File: config.mk
export PLATFORM = sky130hd
export DESIGN_NAME = irrigation_timer_bank_flat
export DESIGN_NICKNAME = d
export VERILOG_FILES = /design/src/rtl/irrigation_timer_bank_if.sv /design/src/rtl/irrigation_timer_bank.sv /design/src/flat_wrapper.sv
export SDC_FILE = /design/constraint.sdc
export NUM_CORES = 1
export LEC_CHECK = 0
export ABC_AREA = 1
export BUFFER_PORTS_ARGS = -buffer_cell sky130_fd_sc_hd__buf_2
export CORE_MARGIN = 8
export CORE_UTILIZATION = 45
export CTS_CLUSTER_SIZE = 25
export DETAILED_ROUTE_END_ITERATION = 8
export HOLD_SLACK_MARGIN = 0.1
export PLACE_DENSITY = 0.65
export SYNTH_ARGS = -nofsm -noshare
export SYNTH_HDL_FRONTEND = slang
export SYNTH_SLANG_ARGS = --single-unit
export TNS_END_PERCENT = 20
File: constraint.sdc
create_clock -name clk -period 2.05 [get_ports clk]
set_clock_uncertainty 0.15 [all_clocks]
set_input_delay 0.205 -clock clk [delete_from_list [all_inputs] [get_ports clk]]
set_output_delay 0.205 -clock clk [all_outputs]
set_load 0.1 [all_outputs]
File: src/rtl/irrigation_timer_bank_if.sv
// Control and display bundle for irrigation_timer_bank.
// The master drives the per-channel strobes, presets and rates. The slave returns status and the shared display.
interface irrigation_timer_bank_if #(
   parameter int CHANNELS = 4,
   parameter int DIGITS   = 3
);
   localparam int SELW = (CHANNELS > 1) ? $clog2(CHANNELS) : 1;

   logic [CHANNELS-1:0]          start;
   logic [CHANNELS-1:0]          stop;
   logic [CHANNELS*DIGITS*4-1:0] preset;
   logic [CHANNELS*2-1:0]        rate;
   logic [CHANNELS-1:0]          active;
   logic [CHANNELS-1:0]          done;
   logic [CHANNELS-1:0]          err;
   logic [SELW-1:0]              sel;
   logic [DIGITS*4-1:0]          bcd_out;

   modport master (
      output start, stop, preset, rate,
      input  active, done, err, sel, bcd_out
   );

   modport slave (
      input  start, stop, preset, rate,
      output active, done, err, sel, bcd_out
   );
endinterface

File: src/rtl/irrigation_timer_bank.sv
// Bank of BCD countdown channels with per-channel tick dividers and a registered lowest-active display mux.
// Status updates on the sampling edge and the display follows one edge later. There is no backpressure. IRRIGATION_TIMER_AUTO_RELOAD_EN makes expiry periodic.
module irrigation_timer_bank #(
   parameter int CHANNELS   = 4,
   parameter int DIGITS     = 3,
   parameter int DIV_FAST   = 2,
   parameter int DIV_NORMAL = 4,
   parameter int DIV_SLOW   = 8
) (
   input  logic                   clk,
   input  logic                   reset_n,
   irrigation_timer_bank_if.slave bus
);
   localparam int CW   = DIGITS * 4;
   localparam int PW   = $clog2(DIV_SLOW) + 1;
   localparam int SELW = (CHANNELS > 1) ? $clog2(CHANNELS) : 1;

   typedef enum logic [1:0] {IDLE, RUN, HOLD} state_t;

   logic [CW-1:0]       cnt_w [CHANNELS];
   logic [CHANNELS-1:0] act_w;
   logic [SELW-1:0]     sel_nx;
   logic [SELW-1:0]     sel_q;
   logic [CW-1:0]       bcd_q;

   function automatic logic bcd_valid(input logic [CW-1:0] v);
      logic ok;
      ok = 1'b1;
      for (int d = 0; d < DIGITS; d++)
         if (v[d*4 +: 4] > 4'd9) ok = 1'b0;
      return ok;
   endfunction

   function automatic logic [CW-1:0] bcd_dec(input logic [CW-1:0] v);
      logic [CW-1:0] r;
      logic          borrow;
      r      = v;
      borrow = 1'b1;
      for (int d = 0; d < DIGITS; d++) begin
         if (borrow) begin
            if (v[d*4 +: 4] == 4'd0) begin
               r[d*4 +: 4] = 4'd9;
            end else begin
               r[d*4 +: 4] = v[d*4 +: 4] - 4'd1;
               borrow      = 1'b0;
            end
         end
      end
      return r;
   endfunction

   function automatic logic [PW-1:0] tick_limit(input logic [1:0] r);
      logic [PW-1:0] lim;
      case (r)
         2'b01:   lim = PW'(DIV_FAST - 1);
         2'b10:   lim = PW'(DIV_SLOW - 1);
         default: lim = PW'(DIV_NORMAL - 1);
      endcase
      return lim;
   endfunction

   for (genvar g = 0; g < CHANNELS; g++) begin : g_ch
      logic          start_i, stop_i;
      logic [CW-1:0] pre_i;
      logic [1:0]    rate_i;
      state_t        state_r;
      logic [CW-1:0] cnt_r;
      logic [PW-1:0] presc_r;
      logic          act_r, done_r, err_r;
`ifdef IRRIGATION_TIMER_AUTO_RELOAD_EN
      logic [CW-1:0] reload_r;
`endif

      assign start_i = bus.start[g];
      assign stop_i  = bus.stop[g];
      assign pre_i   = bus.preset[g*CW +: CW];
      assign rate_i  = bus.rate[g*2 +: 2];

      // Priority: stop, then a valid start, then normal progress (an invalid start only flags err).
      always_ff @(posedge clk) begin
         if (!reset_n) begin
            state_r  <= IDLE;
            cnt_r    <= '0;
            presc_r  <= '0;
            act_r    <= 1'b0;
            done_r   <= 1'b0;
            err_r    <= 1'b0;
`ifdef IRRIGATION_TIMER_AUTO_RELOAD_EN
            reload_r <= '0;
`endif
         end else begin
            done_r <= 1'b0;
            if (stop_i) begin
               state_r <= IDLE;
               act_r   <= 1'b0;
            end else if (start_i && bcd_valid(pre_i)) begin
               err_r   <= 1'b0;
               presc_r <= '0;
               if (pre_i == '0) begin
                  state_r <= IDLE;
                  cnt_r   <= '0;
                  act_r   <= 1'b0;
                  done_r  <= 1'b1;
               end else begin
                  state_r  <= RUN;
                  cnt_r    <= pre_i;
                  act_r    <= 1'b1;
`ifdef IRRIGATION_TIMER_AUTO_RELOAD_EN
                  reload_r <= pre_i;
`endif
               end
            end else begin
               if (start_i) err_r <= 1'b1;
               if (state_r != IDLE) begin
                  if (rate_i == 2'b11) begin
                     state_r <= HOLD;
                  end else begin
                     state_r <= RUN;
                     if (presc_r >= tick_limit(rate_i)) begin
                        presc_r <= '0;
                        if (cnt_r == '0) begin
                           done_r <= 1'b1;
`ifdef IRRIGATION_TIMER_AUTO_RELOAD_EN
                           cnt_r   <= reload_r;
`else
                           state_r <= IDLE;
                           act_r   <= 1'b0;
`endif
                        end else begin
                           cnt_r <= bcd_dec(cnt_r);
                        end
                     end else begin
                        presc_r <= presc_r + PW'(1);
                     end
                  end
               end
            end
         end
      end

      assign cnt_w[g]      = cnt_r;
      assign act_w[g]      = act_r;
      assign bus.active[g] = act_r;
      assign bus.done[g]   = done_r;
      assign bus.err[g]    = err_r;
   end

   always_comb begin
      sel_nx = '0;
      for (int i = CHANNELS - 1; i >= 0; i--)
         if (act_w[i]) sel_nx = SELW'(i);
   end

   always_ff @(posedge clk) begin
      if (!reset_n) begin
         sel_q <= '0;
         bcd_q <= '0;
      end else begin
         sel_q <= sel_nx;
         bcd_q <= cnt_w[sel_nx];
      end
   end

   assign bus.sel     = sel_q;
   assign bus.bcd_out = bcd_q;
endmodule

File: src/flat_wrapper.sv
// flat-port wrapper written by rule: the top's interface ports become plain ports
module irrigation_timer_bank_flat 
#(
   parameter int CHANNELS   = 4,
   parameter int DIGITS     = 3,
   parameter int DIV_FAST   = 2,
   parameter int DIV_NORMAL = 4,
   parameter int DIV_SLOW   = 8
)
  (clk, reset_n, bus_start, bus_stop, bus_preset, bus_rate, bus_active, bus_done, bus_err, bus_sel, bus_bcd_out);
  irrigation_timer_bank_if #(.CHANNELS(CHANNELS), .DIGITS(DIGITS)) bus_i ();
  input  logic clk;
  input  logic reset_n;
  input wire logic [$bits(bus_i.start)-1:0] bus_start;
  input wire logic [$bits(bus_i.stop)-1:0] bus_stop;
  input wire logic [$bits(bus_i.preset)-1:0] bus_preset;
  input wire logic [$bits(bus_i.rate)-1:0] bus_rate;
  output wire logic [$bits(bus_i.active)-1:0] bus_active;
  output wire logic [$bits(bus_i.done)-1:0] bus_done;
  output wire logic [$bits(bus_i.err)-1:0] bus_err;
  output wire logic [$bits(bus_i.sel)-1:0] bus_sel;
  output wire logic [$bits(bus_i.bcd_out)-1:0] bus_bcd_out;
  assign bus_i.start = bus_start;
  assign bus_i.stop = bus_stop;
  assign bus_i.preset = bus_preset;
  assign bus_i.rate = bus_rate;
  assign bus_active = bus_i.active;
  assign bus_done = bus_i.done;
  assign bus_err = bus_i.err;
  assign bus_sel = bus_i.sel;
  assign bus_bcd_out = bus_i.bcd_out;
  irrigation_timer_bank #(.CHANNELS(CHANNELS), .DIGITS(DIGITS), .DIV_FAST(DIV_FAST), .DIV_NORMAL(DIV_NORMAL), .DIV_SLOW(DIV_SLOW)) u_core (.clk(clk), .reset_n(reset_n), .bus(bus_i));
endmodule
* After elaboration in Yosys (flattened, before gate mapping) *
Cells that the tools add are included.

word-level totals
  flip-flop bits (word level) = 98
  input port bits = 66
  logic and storage cells = 432

operators by class
  add/sub/neg operators = 16
  order comparisons = 17
  eq/ne operators = 20
  multiplexer cells = 259
  bitwise logic cells = 6
  reduce and logical (&&, ||, !) cells = 80

operators by type and width
  cell                                                   count
  2-to-1 mux 12 bit                                      26
  2-to-1 mux 4 bit                                       56
  2-to-1 mux 1 bit                                       152
  zero test 12 bit                                       8
  nonzero test 2 bit                                     28
  greater-than comparator 4 bit (second input constant)  12
  zero test 4 bit                                        12
  AND reduction 6 bit                                    8
  subtractor 4 x 1 -> 4 bit (second input constant)      12
  2-to-1 mux 2 bit                                       20
  binary-select mux 12 bit (select 2 bit)                1
  case mux 3 bit (2 select lines)                        4
  AND reduction 5 bit                                    4
  adder 4 x 1 -> 4 bit (second input constant)           4
  equality test 2 bit (second input constant)            8
  greater-or-equal comparator 4 bit                      4
  != test 2 x 1 -> 1 bit (second input constant)         8
  AND reduction 4 bit                                    4
  AND reduction 3 bit                                    4
  equality test 2 x 1 -> 1 bit (second input constant)   4
  AND reduction 2 bit                                    4
  OR reduction 2 bit                                     4
  inverter 1 bit                                         5
  logical AND 1 bit                                      4
  other kinds (2)                                        2

* Depth between registers and ports, before layout *
Gate-level depths: netlist of run 1.

  word-level depth = 31
  mapped depth = 13
  depth with buffers taken out = 13

* Worst setup path after synthesis of run 1 *
No wires, ideal clock.

  path type = flip-flop to flip-flop
  start point = reg u_core.g_ch[0].presc_r[1]
  end point = reg u_core.g_ch[0].cnt_r[11]
  setup time = 0.070 ns
  data arrival time = 1.376 ns
  data required time = 1.830 ns
  setup slack = 0.453 ns
  stages on the path, launching flop included = 11
  buffers on the path = 0
  period minus slack after synthesis = 1.597 ns
  cell sequence = dfxtp_1 -> ha_1 -> nand2_1 -> nand2_1 -> a21oi_1 -> nand2_1 -> nand2_1 -> inv_1 -> nand2_1 -> nand2_1 -> a21oi_1

on the way
  word-level cells in the longest chain between the ends = 3

RTL lines
  item                                  line                          source
  start: declaration                    irrigation_timer_bank.sv:68   logic [PW-1:0] presc_r;
  start signal: assignment              irrigation_timer_bank.sv:133  presc_r <= presc_r + PW'(1);
  greater-or-equal comparator 4 bit     irrigation_timer_bank.sv:119  if (presc_r >= tick_limit(rate_i)) begin
  nonzero test 2 bit (no source line)   n/a
  AND reduction 6 bit (no source line)  n/a
  end signal: assignment                irrigation_timer_bank.sv:106  cnt_r <= pre_i;
  end signal: assignment                irrigation_timer_bank.sv:130  cnt_r <= bcd_dec(cnt_r);
  end: declaration                      irrigation_timer_bank.sv:67   logic [CW-1:0] cnt_r;

Every way passes these cells.
A chain may end at the register's enable or synchronous reset.

* Final worst setup path of run 1 *
  start point = in bus_rate[4]
  end point = reg u_core.g_ch[2].cnt_r[8]

on the way
  word-level cells in the longest chain between the ends = 10

RTL lines
  item                                                                        line                          source
  start: declaration                                                          flat_wrapper.sv:17            input wire logic [$bits(bus_i.rate)-1:0] bus_rate;
  equality test 2 bit / equality test 2 x 1 -> 1 bit (equally long branches)  irrigation_timer_bank.sv:54   case (r)
  case mux 3 bit (2 select lines)                                             irrigation_timer_bank.sv:54
  2-to-1 mux 4 bit                                                            irrigation_timer_bank.sv:115  if (rate_i == 2'b11) begin
  2-to-1 mux 4 bit                                                            irrigation_timer_bank.sv:114  if (state_r != IDLE) begin
  2-to-1 mux 4 bit                                                            irrigation_timer_bank.sv:96   end else if (start_i && bcd_valid(pre_i)) begin
  2-to-1 mux 4 bit                                                            irrigation_timer_bank.sv:93   if (stop_i) begin
  2-to-1 mux 4 bit                                                            irrigation_timer_bank.sv:81   if (!reset_n) begin
  greater-or-equal comparator 4 bit                                           irrigation_timer_bank.sv:119
  nonzero test 2 bit (no source line)                                         n/a
  AND reduction 6 bit (no source line) (*)                                    n/a
  end signal: assignment                                                      irrigation_timer_bank.sv:106
  end signal: assignment                                                      irrigation_timer_bank.sv:130
  end: declaration                                                            irrigation_timer_bank.sv:67

Every way passes the cells marked *; elsewhere a longest branch is shown, timed or not. The select of a mux whose other input is x is not followed.

==> flow_summary_export.csv, run 1 <==
group,metric,value,unit
synth,ys_ff_latch,98,
hold_path,hold_class,"input port to flop",
synth,synth-edff-count,0,
die,dieArea,18600,um2
timing,setup_tns,0,ps
setup_path,crit_type,"input port to flop",
timing,fin_crit,1970,ps
synth,synthesis.nets,1164,
timing,rsz0062_at_grt,"true",
timing,fin_crit_sh,96.0,%
clocking,cts_buffers,9,
placement,portBuffers,91,
placement,placed_cells,1340,
detailed_routing,detail_route.iter0.violations,488,
detailed_routing,firstDrtPassIters,5,
synth,syn_avg_cell_area,6.00,um2
die,die_x,136,um
synth,ys_warn_count,0,
hold_path,min_delay_path_depth,5,
final_layout,diodes,0,
global_route,grt.overflow.total,0,
setup_path,path_buf_inv,5,
setup_path,crit_fanout,4,
final_layout,drive_above_1_share,18.0,%
final_layout,fin_util,54.0,%
setup_path,critPathLaunch,"bus_rate[4]",
setup_path,startpoint_type,"input port",
power_and_ir_drop,peakVddDrop,413,uV
timing,final_hold_viol_count,0,
timing,fmax,0.508,GHz
setup_path,max_stage_delay,530,ps
outcome,status,"finished clean",
synth,synthArstFlopShare,0,%
setup_path,timing.critical_path.max_delay_family,"buffers and inverters",
global_route,grt_first_pass_wirelength,29200,um
timing,holdWs,105,ps
synth,synth_fa_ha_area_share,2.30,%
setup_path,path_depth,15,
detailed_routing,via_count,6664,
final_layout,multi_input_area,3820,um2
detailed_routing,vias_per_cell,4.81,
synth,synth_cells,1086,
setup_path,crit_chain,"dlygate4sd3_1 -> buf_2 -> inv_2 -> nor2_2 -> ha_1 -> nand2_1 -> nand2_1 -> a21oi_2 -> nand2_2 -> inv_4 -> nor2_4 -> nand2_2 -> inv_2 -> nor2_1 -> nor2_1",
synth,synth_area_leader_cell,"dfxtp_1",
detailed_routing,drc,0,
clocking,cts_tree,"yes",
final_layout,nFillCells,1539,
setup_path,timing.rr.start,"u_core.g_ch[0].presc_r[1]",
timing,slew_headroom,65.7,%
run,drv_cap,0,
synth,synth.area.top_cells,"dfxtp_1 30%, nand2_1 16%, nor2_1 10%",
detailed_routing,wirelength,18000,um
final_layout,layoutNonFillerInstCount,1385,
final_layout,design_area,7750,um2
die,io_pins,92,
synth,yosysMostFrequentCell,"nand2_1",
power_and_ir_drop,power.total,4.34,mW
clocking,clkTransAtPathRegs,70,ps
power_and_ir_drop,p_per_area,560,nW/um2
setup_path,slowest_stage,"dlygate4sd3_1",
synth,mappedNetlistArea,6520,um2
global_route,grt_pass1_vias,6126,
placement,place_ws,159,ps
setup_path,arrival,2060,ps
placement,place.gp.congestion,0.836,
synth,synth_cell_type_count,34,
clocking,worstSkewPairLatency,350,ps
final_layout,area_delta_synth_final,19.0,%
synth,synth_seq_area_share,30.1,%
global_route,grt_max_degree,29,
final_layout,nets,1275,
detailed_routing,wl_per_cell,13.0,um
setup_path,endpoint,"u_core.g_ch[2].cnt_r[8]",
placement,placed_area,7100,um2
power_and_ir_drop,p_leak,3.73,nW
synth,synth_top_family_by_area,"simple AND/OR/NAND/NOR gates",
final_layout,seq_area,1960,um2
clocking,cts.sinks,98,
clocking,clock_path_buffers,2,
setup_path,r2r_end,"u_core.g_ch[0].cnt_r[11]",
global_route,grt_use_total,19.5,%
detailed_routing,postRouteAntennaNets,0,
timing,drv_slew,0,
clocking,cts.htree.levels,3,
timing,worst_slew_pin_slew,519,ps
synth,synth_compound_gate_area_share,15.2,%
synth,synth_xor_area_share,0.538,%
synth,yosys-top-cells-count,"285 x nand2_1, 180 x nor2_1, 145 x inv_1, 101 x o21ai_0, 98 x dfxtp_1",
setup_path,critPathRequiredTime,2150,ps
die,initial_core_util,45.4,%
die,rows,44,
die,coreArea,14400,um2
timing,setup_viol,0,
clocking,cts_root_buffer,"clkbuf_16",
synth,muxShareOfSynthArea,0,%
setup_path,rrSetupSlack,250,ps
global_route,antenna_found_initial,0,
synth,synth-simple-area-share,39.2,%
placement,hpwl,13700,um
synth,yosys.area.top_type_share,30.1,%
synth,ys.flop_type,"dfxtp_1",
die,die_y,136,um
setup_path,reg2regPathDepth,10,
timing,setup_ws,82.3,ps
setup_path,cp-end-kind,"flop",
[placed cells by master, fill, tap and decap left out, types with 3 or more instances in the layout]
| cell | n |
|---|---|
| clkbuf_16 | 9 |
| nand3_1 | 51 |
| nand2_2 | 15 |
| buf_2 | 91 |
| nand2_4 | 7 |
| inv_2 | 7 |
| o21ai_0 | 97 |
| nor2_1 | 173 |
| xor2_1 | 4 |
| nor2_2 | 27 |
| o21ai_1 | 8 |
| dfxtp_1 | 98 |
| nand4_1 | 10 |
| buf_4 | 22 |
| a21oi_1 | 71 |
| o21ai_2 | 8 |
| nor2_4 | 9 |
| nor3_1 | 8 |
| ha_1 | 12 |
| dlygate4sd3_1 | 23 |
| inv_1 | 142 |
| nand2_1 | 277 |
| nand3b_1 | 3 |
[layout make-up]
type,count,share of cell area [%]
Timing Repair Buffer,139,11.5
Clock buffer,13,3.36
Tap cell,184,2.97
Sequential cell,98,25.3
Clock inverter,2,0.161
Inverter,153,7.47
Multi-Input combinational cell,796,49.2
[cell families (layout without fill, tap and decap cells)]
logic type	after synthesis	in the layout
and+or+nand+nor	590	590
DFF	98	98
xor gates and xnor gates	4	4
buffers and inverters	192	307
AOI/OAI and AO/OA	190	190
adders and majority gates	12	12
[what timing repair did]
item	4_1_cts	5_1_grt
setup buffers	0	7
endpoints found under the hold margin	28	0
endpoints found under the setup margin	0	59
hold buffers	23	0
resized for setup	0	38
[routing by layer]
| metal | track usage [%] | vias up | part of all wire [%] |
|---|---|---|---|
| li1 | - | 3618 | - |
| met1 | 25.4 | 2923 | 48 |
| met2 | 31.8 | 105 | 46 |
| met3 | 3.77 | 18 | 4.2 |
| met4 | 5.86 | 0 | 1.4 |
| met5 | 0 | - | 0 |
[power by group]
part / internal (mW) / switching (mW)
logic: 0.245 / 0.525
registers: 1.93 / 0.0193
clock network: 0.883 / 0.735
[sequential cells by signal (all words and copies together) (netlist names)]
name	cells
u_core.bus.bcd_out	12
u_core.g_ch.err_r	4
u_core.g_ch.state_r	8
u_core.g_ch.act_r	4
u_core.bus.sel	2
u_core.g_ch.done_r	4
u_core.g_ch.cnt_r	48
u_core.g_ch.presc_r	16
[worst reg2reg max path, stage by stage, from the launching register on]
cell and delay, ps:
dfxtp_1 380, ha_1 250, nand2_1 60, nand2_1 60, a21oi_1 130, nand2_1 130, nand2_2 130, inv_1 100
nand2_1 130, nand2_1 60, a21oi_1 140
[how the worst min path moves through the flow]
stage,start,endpoint,slack [ps]
floorplan,bus_stop[3],u_core.g_ch[3].done_r,130
global placement,u_core.g_ch[1].presc_r[3],u_core.g_ch[1].presc_r[3],310
detailed placement,u_core.g_ch[2].presc_r[3],u_core.g_ch[2].presc_r[3],310
CTS,bus_preset[41],u_core.g_ch[3].cnt_r[5],100
global route,bus_preset[45],u_core.g_ch[3].cnt_r[9],150
finish,bus_preset[41],u_core.g_ch[3].cnt_r[5],100
Note: power is estimated with default switching activity, not from simulation.
==> run 2, diff against run 1 <==
- CTS_BUF_LIST: unset -> sky130_fd_sc_hd__clkbuf_2
- CTS_CLUSTER_SIZE: 25 -> unset
==> run 2 against run 1 <==
Effect of this change: the run now ends with setup timing left; sequential power about the same; die area unchanged; wire length up 3.3%; clock power down 49%; design area up 5.5%; utilization up 3.0 points; total power down 16%; critical endpoint is now u_core.g_ch[3].err_r; largest cell class unchanged; largest power group unchanged; highest routed layer unchanged.
==> flow_summary_export.csv, run 2 (same netlist as run 1, synthesis figures left out) <==
group,metric,value,unit
detailed_routing,wl_per_cell,12.8,um
hold_path,hold_class,"input port to flop",
outcome,violations,"setup timing",
global_route,grt_max_degree,29,
global_route,grtUsageMet2,33.9,%
timing,fin_crit_sh,101,%
die,dieArea,18600,um2
setup_path,max_stage_delay,560,ps
clocking,worstSkewPairLatency,620,ps
placement,hpwl,13700,um
timing,setup_ws,-14.8,ps
setup_path,endpoint,"u_core.g_ch[3].err_r",
detailed_routing,detail_route.iter0.violations,487,
placement,place.gp.congestion,0.836,
global_route,grt_use_total,20.4,%
die,coreArea,14400,um2
global_route,top_usage_layer,"met2",
final_layout,nFillCells,1473,
placement,placed_cells,1340,
clocking,cts_root_buffer,"clkbuf_2",
final_layout,largest_reg_flops,48,
final_layout,nets,1343,
clocking,clock_path_buffers,2,
clocking,cts_buffers,9,
die,rows,44,
power_and_ir_drop,power.total,3.63,mW
final_layout,regMostFlops,"u_core.g_ch.cnt_r",
timing,fmax,0.484,GHz
setup_path,rrSetupSlack,80,ps
die,die_y,136,um
global_route,grt.overflow.total,0,
setup_path,slowest_stage,"dlygate4sd3_1",
global_route,met1_usage,26.5,%
clocking,cts.sinks,98,
detailed_routing,via_count,6977,
final_layout,drive_above_1_share,15.1,%
setup_path,crit_type,"input port to flop",
clocking,clkTransAtPathRegs,240,ps
die,io_pins,92,
clocking,cts.htree.levels,3,
setup_path,reg2regPathDepth,6,
final_layout,area_delta_synth_final,25.6,%
detailed_routing,drc,0,
setup_path,arrival,2480,ps
setup_path,cp-end-kind,"flop",
setup_path,critPathRequiredTime,2470,ps
setup_path,timing.rr.start,"u_core.g_ch[3].err_r",
timing,worst_slew_pin_slew,520,ps
setup_path,crit_path_frequent_cell,"dlygate4sd3_1",
power_and_ir_drop,peakVddDrop,212,uV
timing,final_hold_viol_count,0,
global_route,grtUsageMet3,3.29,%
global_route,antenna_found_initial,1,
power_and_ir_drop,p_per_area,443,nW/um2
setup_path,critPathLaunch,"reset_n",
final_layout,fin_util,56.9,%
timing,setup_viol,1,
setup_path,startpoint_type,"input port",
timing,setup_tns,-14.8,ps
power_and_ir_drop,p_leak,3.92,nW
die,die_x,136,um
final_layout,final_common_cell,"nand2_1",
detailed_routing,vias_per_cell,4.80,
timing,slew_headroom,65.6,%
die,initial_core_util,45.4,%
setup_path,crit_fanout,11,
timing,drv_slew,0,
global_route,grt_first_pass_wirelength,30600,um
outcome,status,"complete, but fails checks",
setup_path,crit_chain,"dlygate4sd3_1 -> buf_2 -> clkinv_1 -> buf_6 -> nor2_1 -> dlygate4sd3_1 -> o21ai_0 -> dlygate4sd3_1 -> inv_1",
final_layout,final_cell_mix,"284 x nand2_1, 179 x nor2_1, 145 x inv_1",
setup_path,r2r_end,"u_core.g_ch[3].err_r",
final_layout,layoutNonFillerInstCount,1454,
global_route,grt_pass1_vias,6398,
timing,fin_crit,2060,ps
clocking,cts_tree,"yes",
detailed_routing,firstDrtPassIters,4,
timing,rsz0062_at_grt,"true",
placement,portBuffers,91,
detailed_routing,postRouteAntennaNets,0,
detailed_routing,wirelength,18600,um
run,drv_cap,0,
run 2: cell count changes in the layout (fill, tap and decap cells not counted), sizes merged:
cell,previous run,this run
dlymetal6s4s,0,1
clkinv,3,5
buf,115,110
diode,0,1
dlygate4sd3,23,95
clkbuf,14,12
run 2: layout make-up:
class	instances	area (um2)	share of cell area, %
diodes	1	2.50	0.0306
clock buffers	11	55.1	0.673
clock inverters	4	20.0	0.245
inverters	153	574	7.02
multi-input cells	796	3750	45.8
flip-flops and latches	98	1960	24.0
well taps	184	230	2.81
repair buffers	207	1590	19.4
run 2: metrics by stage:
step | hold WS [ps] | setup slack, ps | area (um2)
floorplan | 132 | 453 | 6520
global placement | 306 | 167 | 7100
detailed placement | 308 | 159 | 7100
CTS | 103 | 64.9 | 8130
global route | 185 | -62.3 | 8180
finish | 135 | -14.8 | 8180
run 2: worst max-delay path, delay by kind of cell:
kind	cells	cell delay, ps
buf+inv	7	2070
compound gates	1	70
simple gates	1	120
run 2: worst min path at each step:
stage                                     end  cells after the start                 startpoint
floorplan               u_core.g_ch[3].done_r                      1                bus_stop[3]
global placement    u_core.g_ch[1].presc_r[3]                      2  u_core.g_ch[1].presc_r[3]
detailed placement  u_core.g_ch[2].presc_r[3]                      2  u_core.g_ch[2].presc_r[3]
CTS                 u_core.g_ch[0].presc_r[3]                      8                bus_rate[1]
global route            u_core.g_ch[3].done_r                      3                bus_stop[3]
finish              u_core.g_ch[0].presc_r[1]                      8                bus_rate[1]
run 2: what timing repair did:
action,4_1_cts,5_1_grt
setup buffers,0,2
hold buffers,96,0
setup endpoints to repair,0,33
endpoints found under the hold margin,98,0
gates resized for setup,0,11
run 2: power by group:
part	total [mW]	internal (mW)	switching, mW	leakage (nW)
Combinational	0.847	0.316	0.531	3.08
Sequential	1.96	1.94	0.0192	0.792
Clock	0.822	0.153	0.669	0.0529
Total	3.63	2.41	1.22	3.92
run 2: per-layer routing:
metal | vias up | wire [um]
li1 | 3755 | -
met1 | 3054 | 8890
met2 | 143 | 8570
met3 | 25 | 824
met4 | 0 | 325
met5 | - | 0
==> run 3, diff against run 2 <==
- CORE_ASPECT_RATIO: unset -> 2
- SKIP_LAST_GASP: unset -> 1
==> run 3 against run 2 <==
Effect of this change: the flow now finishes without violations; utilization up 0.35 points; total power rose by 6.0%; maximum frequency rose by 3.1%; critical path type unchanged; combinational power is 2% higher; die area increased by 1.3%; global-route usage rose by 0.88 points; worst setup slack improved by 62 ps; worst hold slack gained 53 ps; wire length is 5.3% higher; design area about the same.
==> flow_summary_export.csv, run 3 (same netlist as run 1, synthesis figures left out) <==
group,metric,value,unit
final_layout,final_cell_mix,"284 x nand2_1, 179 x nor2_1, 143 x inv_1",
clocking,cts.sinks,98,
die,coreArea,14300,um2
clocking,cts.htree.levels,3,
timing,fmax,0.499,GHz
global_route,met1_usage,20.3,%
final_layout,seq_area,1960,um2
final_layout,fin_util,57.3,%
placement,place_ws,173,ps
die,io_pins,92,
detailed_routing,detail_route.iter0.violations,211,
global_route,grt_use_total,21.3,%
setup_path,cp-end-kind,"flop",
power_and_ir_drop,peakVddDrop,300,uV
setup_path,slowest_stage,"dlygate4sd3_1",
setup_path,crit_type,"input port to flop",
final_layout,design_area,8180,um2
global_route,top_usage_layer,"met2",
global_route,grt_first_pass_wirelength,32000,um
clocking,clock_path_buffers,2,
setup_path,arrival,2430,ps
detailed_routing,wirelength,19600,um
die,dieArea,18800,um2
timing,fin_crit,2000,ps
clocking,cts_tree,"yes",
global_route,grt_max_degree,53,
timing,drv_slew,0,
detailed_routing,drc,0,
setup_path,critPathRequiredTime,2470,ps
die,initial_core_util,45.7,%
setup_path,path_buf_inv,4,
global_route,grtUsageMet2,40.5,%
setup_path,crit_chain,"dlygate4sd3_1 -> buf_2 -> nor2_1 -> nor2_1 -> nor2_1 -> nand2_2 -> buf_4 -> nand2_1 -> nand2_1 -> nor3_1 -> dlygate4sd3_1",
hold_path,hold_class,"input port to flop",
timing,slew_headroom,59.8,%
final_layout,largest_reg_flops,48,
clocking,clkTransAtPathRegs,290,ps
placement,placed_area,7100,um2
placement,portBuffers,91,
detailed_routing,postRouteAntennaNets,0,
timing,setup_ws,47.4,ps
clocking,cts_root_buffer,"clkbuf_2",
global_route,grt_pass1_vias,7113,
timing,rsz0062_at_grt,"true",
clocking,worstSkewPairLatency,600,ps
power_and_ir_drop,p_per_area,470,nW/um2
detailed_routing,via_count,7197,
final_layout,final_common_cell,"nand2_1",
setup_path,timing.critical_path.max_delay_family,"buffers and inverters",
final_layout,area_delta_synth_final,25.5,%
placement,place.gp.congestion,0.898,
setup_path,crit_fanout,12,
clocking,cts_buffers,9,
placement,hpwl,14600,um
global_route,grtUsageMet3,2.54,%
final_layout,nFillCells,1521,
die,die_x,101,um
detailed_routing,wl_per_cell,13.4,um
run,drv_cap,0,
setup_path,startpoint_type,"input port",
setup_path,max_stage_delay,570,ps
final_layout,drive_above_1_share,15.3,%
outcome,status,"finished clean",
detailed_routing,firstDrtPassIters,5,
timing,fin_crit_sh,97.7,%
die,rows,62,
final_layout,nets,1340,
timing,setup_viol,0,
power_and_ir_drop,p_leak,3.95,nW
global_route,grt.overflow.total,0,
global_route,antenna_found_initial,1,
die,die_y,186,um
final_layout,multi_input_area,3740,um2
detailed_routing,vias_per_cell,4.93,
setup_path,crit_path_frequent_cell,"nor2_1",
final_layout,regMostFlops,"u_core.g_ch.cnt_r",
timing,final_hold_viol_count,0,
timing,worst_slew_pin_slew,603,ps
-- run 3: per-stage QoR --
step	std cells	TNS, ps	power [mW]	hold slack, ps
2_1_floorplan	1086	0	2.50	132
3_3_place_gp	1348	0	2.70	306
3_5_place_dp	1348	0	2.71	306
4_1_cts	1458	0	3.87	104
5_1_grt	1460	-250	4.03	188
6_report	1460	0	3.85	188
-- run 3: final timing paths --
path                                           startpoint                   endpoint  slack [ps]  cells past startpoint
worst max-delay path                       bus_preset[46]  u_core.g_ch[3].state_r[1]          50                     11
worst min-delay path                        bus_preset[5]    u_core.g_ch[0].cnt_r[5]         190                      9
worst max register to register  u_core.g_ch[2].state_r[1]       u_core.g_ch[2].act_r         150                      5
worst min register to register  u_core.g_ch[2].presc_r[3]  u_core.g_ch[2].presc_r[3]         330                      2
-- run 3: repair_timing --
item                                    CTS  global route
hold endpoints to repair                 98             0
endpoints found under the setup margin    1            26
hold buffers                             94             0
buffers inserted                          0             2
gates resized for setup                   1             8
pin swaps                                 0             1
-- run 3: metal layers --
| metal | share of wire [%] | vias up |
|---|---|---|
| li1 | - | 3749 |
| met1 | 38 | 3184 |
| met2 | 53 | 182 |
| met3 | 3.3 | 82 |
| met4 | 6.1 | 0 |
| met5 | 0 | - |
-- run 3: worst register-to-register path: stages (launching register included) --
cell           delay [ps]
dfxtp_1               370
or2_2                 300
nand2_1               160
nand2_4                90
dlygate4sd3_1         600
a21oi_1               170
-- run 3: where the power goes --
part	switching [mW]	leakage (nW)	internal (mW)
Combinational	0.548	3.08	0.316
Sequential	0.0160	0.791	1.94
Clock	0.730	0.0771	0.295
Total	1.29	3.95	2.55
-- run 3: area by class of cell --
cell class,count,area share (%)
antenna,1,0.0306
clock buffer,9,0.551
clock inverter,7,0.918
inverter,153,7.02
multi-input combinational,796,45.7
sequential,98,24.0
tap,192,2.94
timing repair buffer,204,18.8
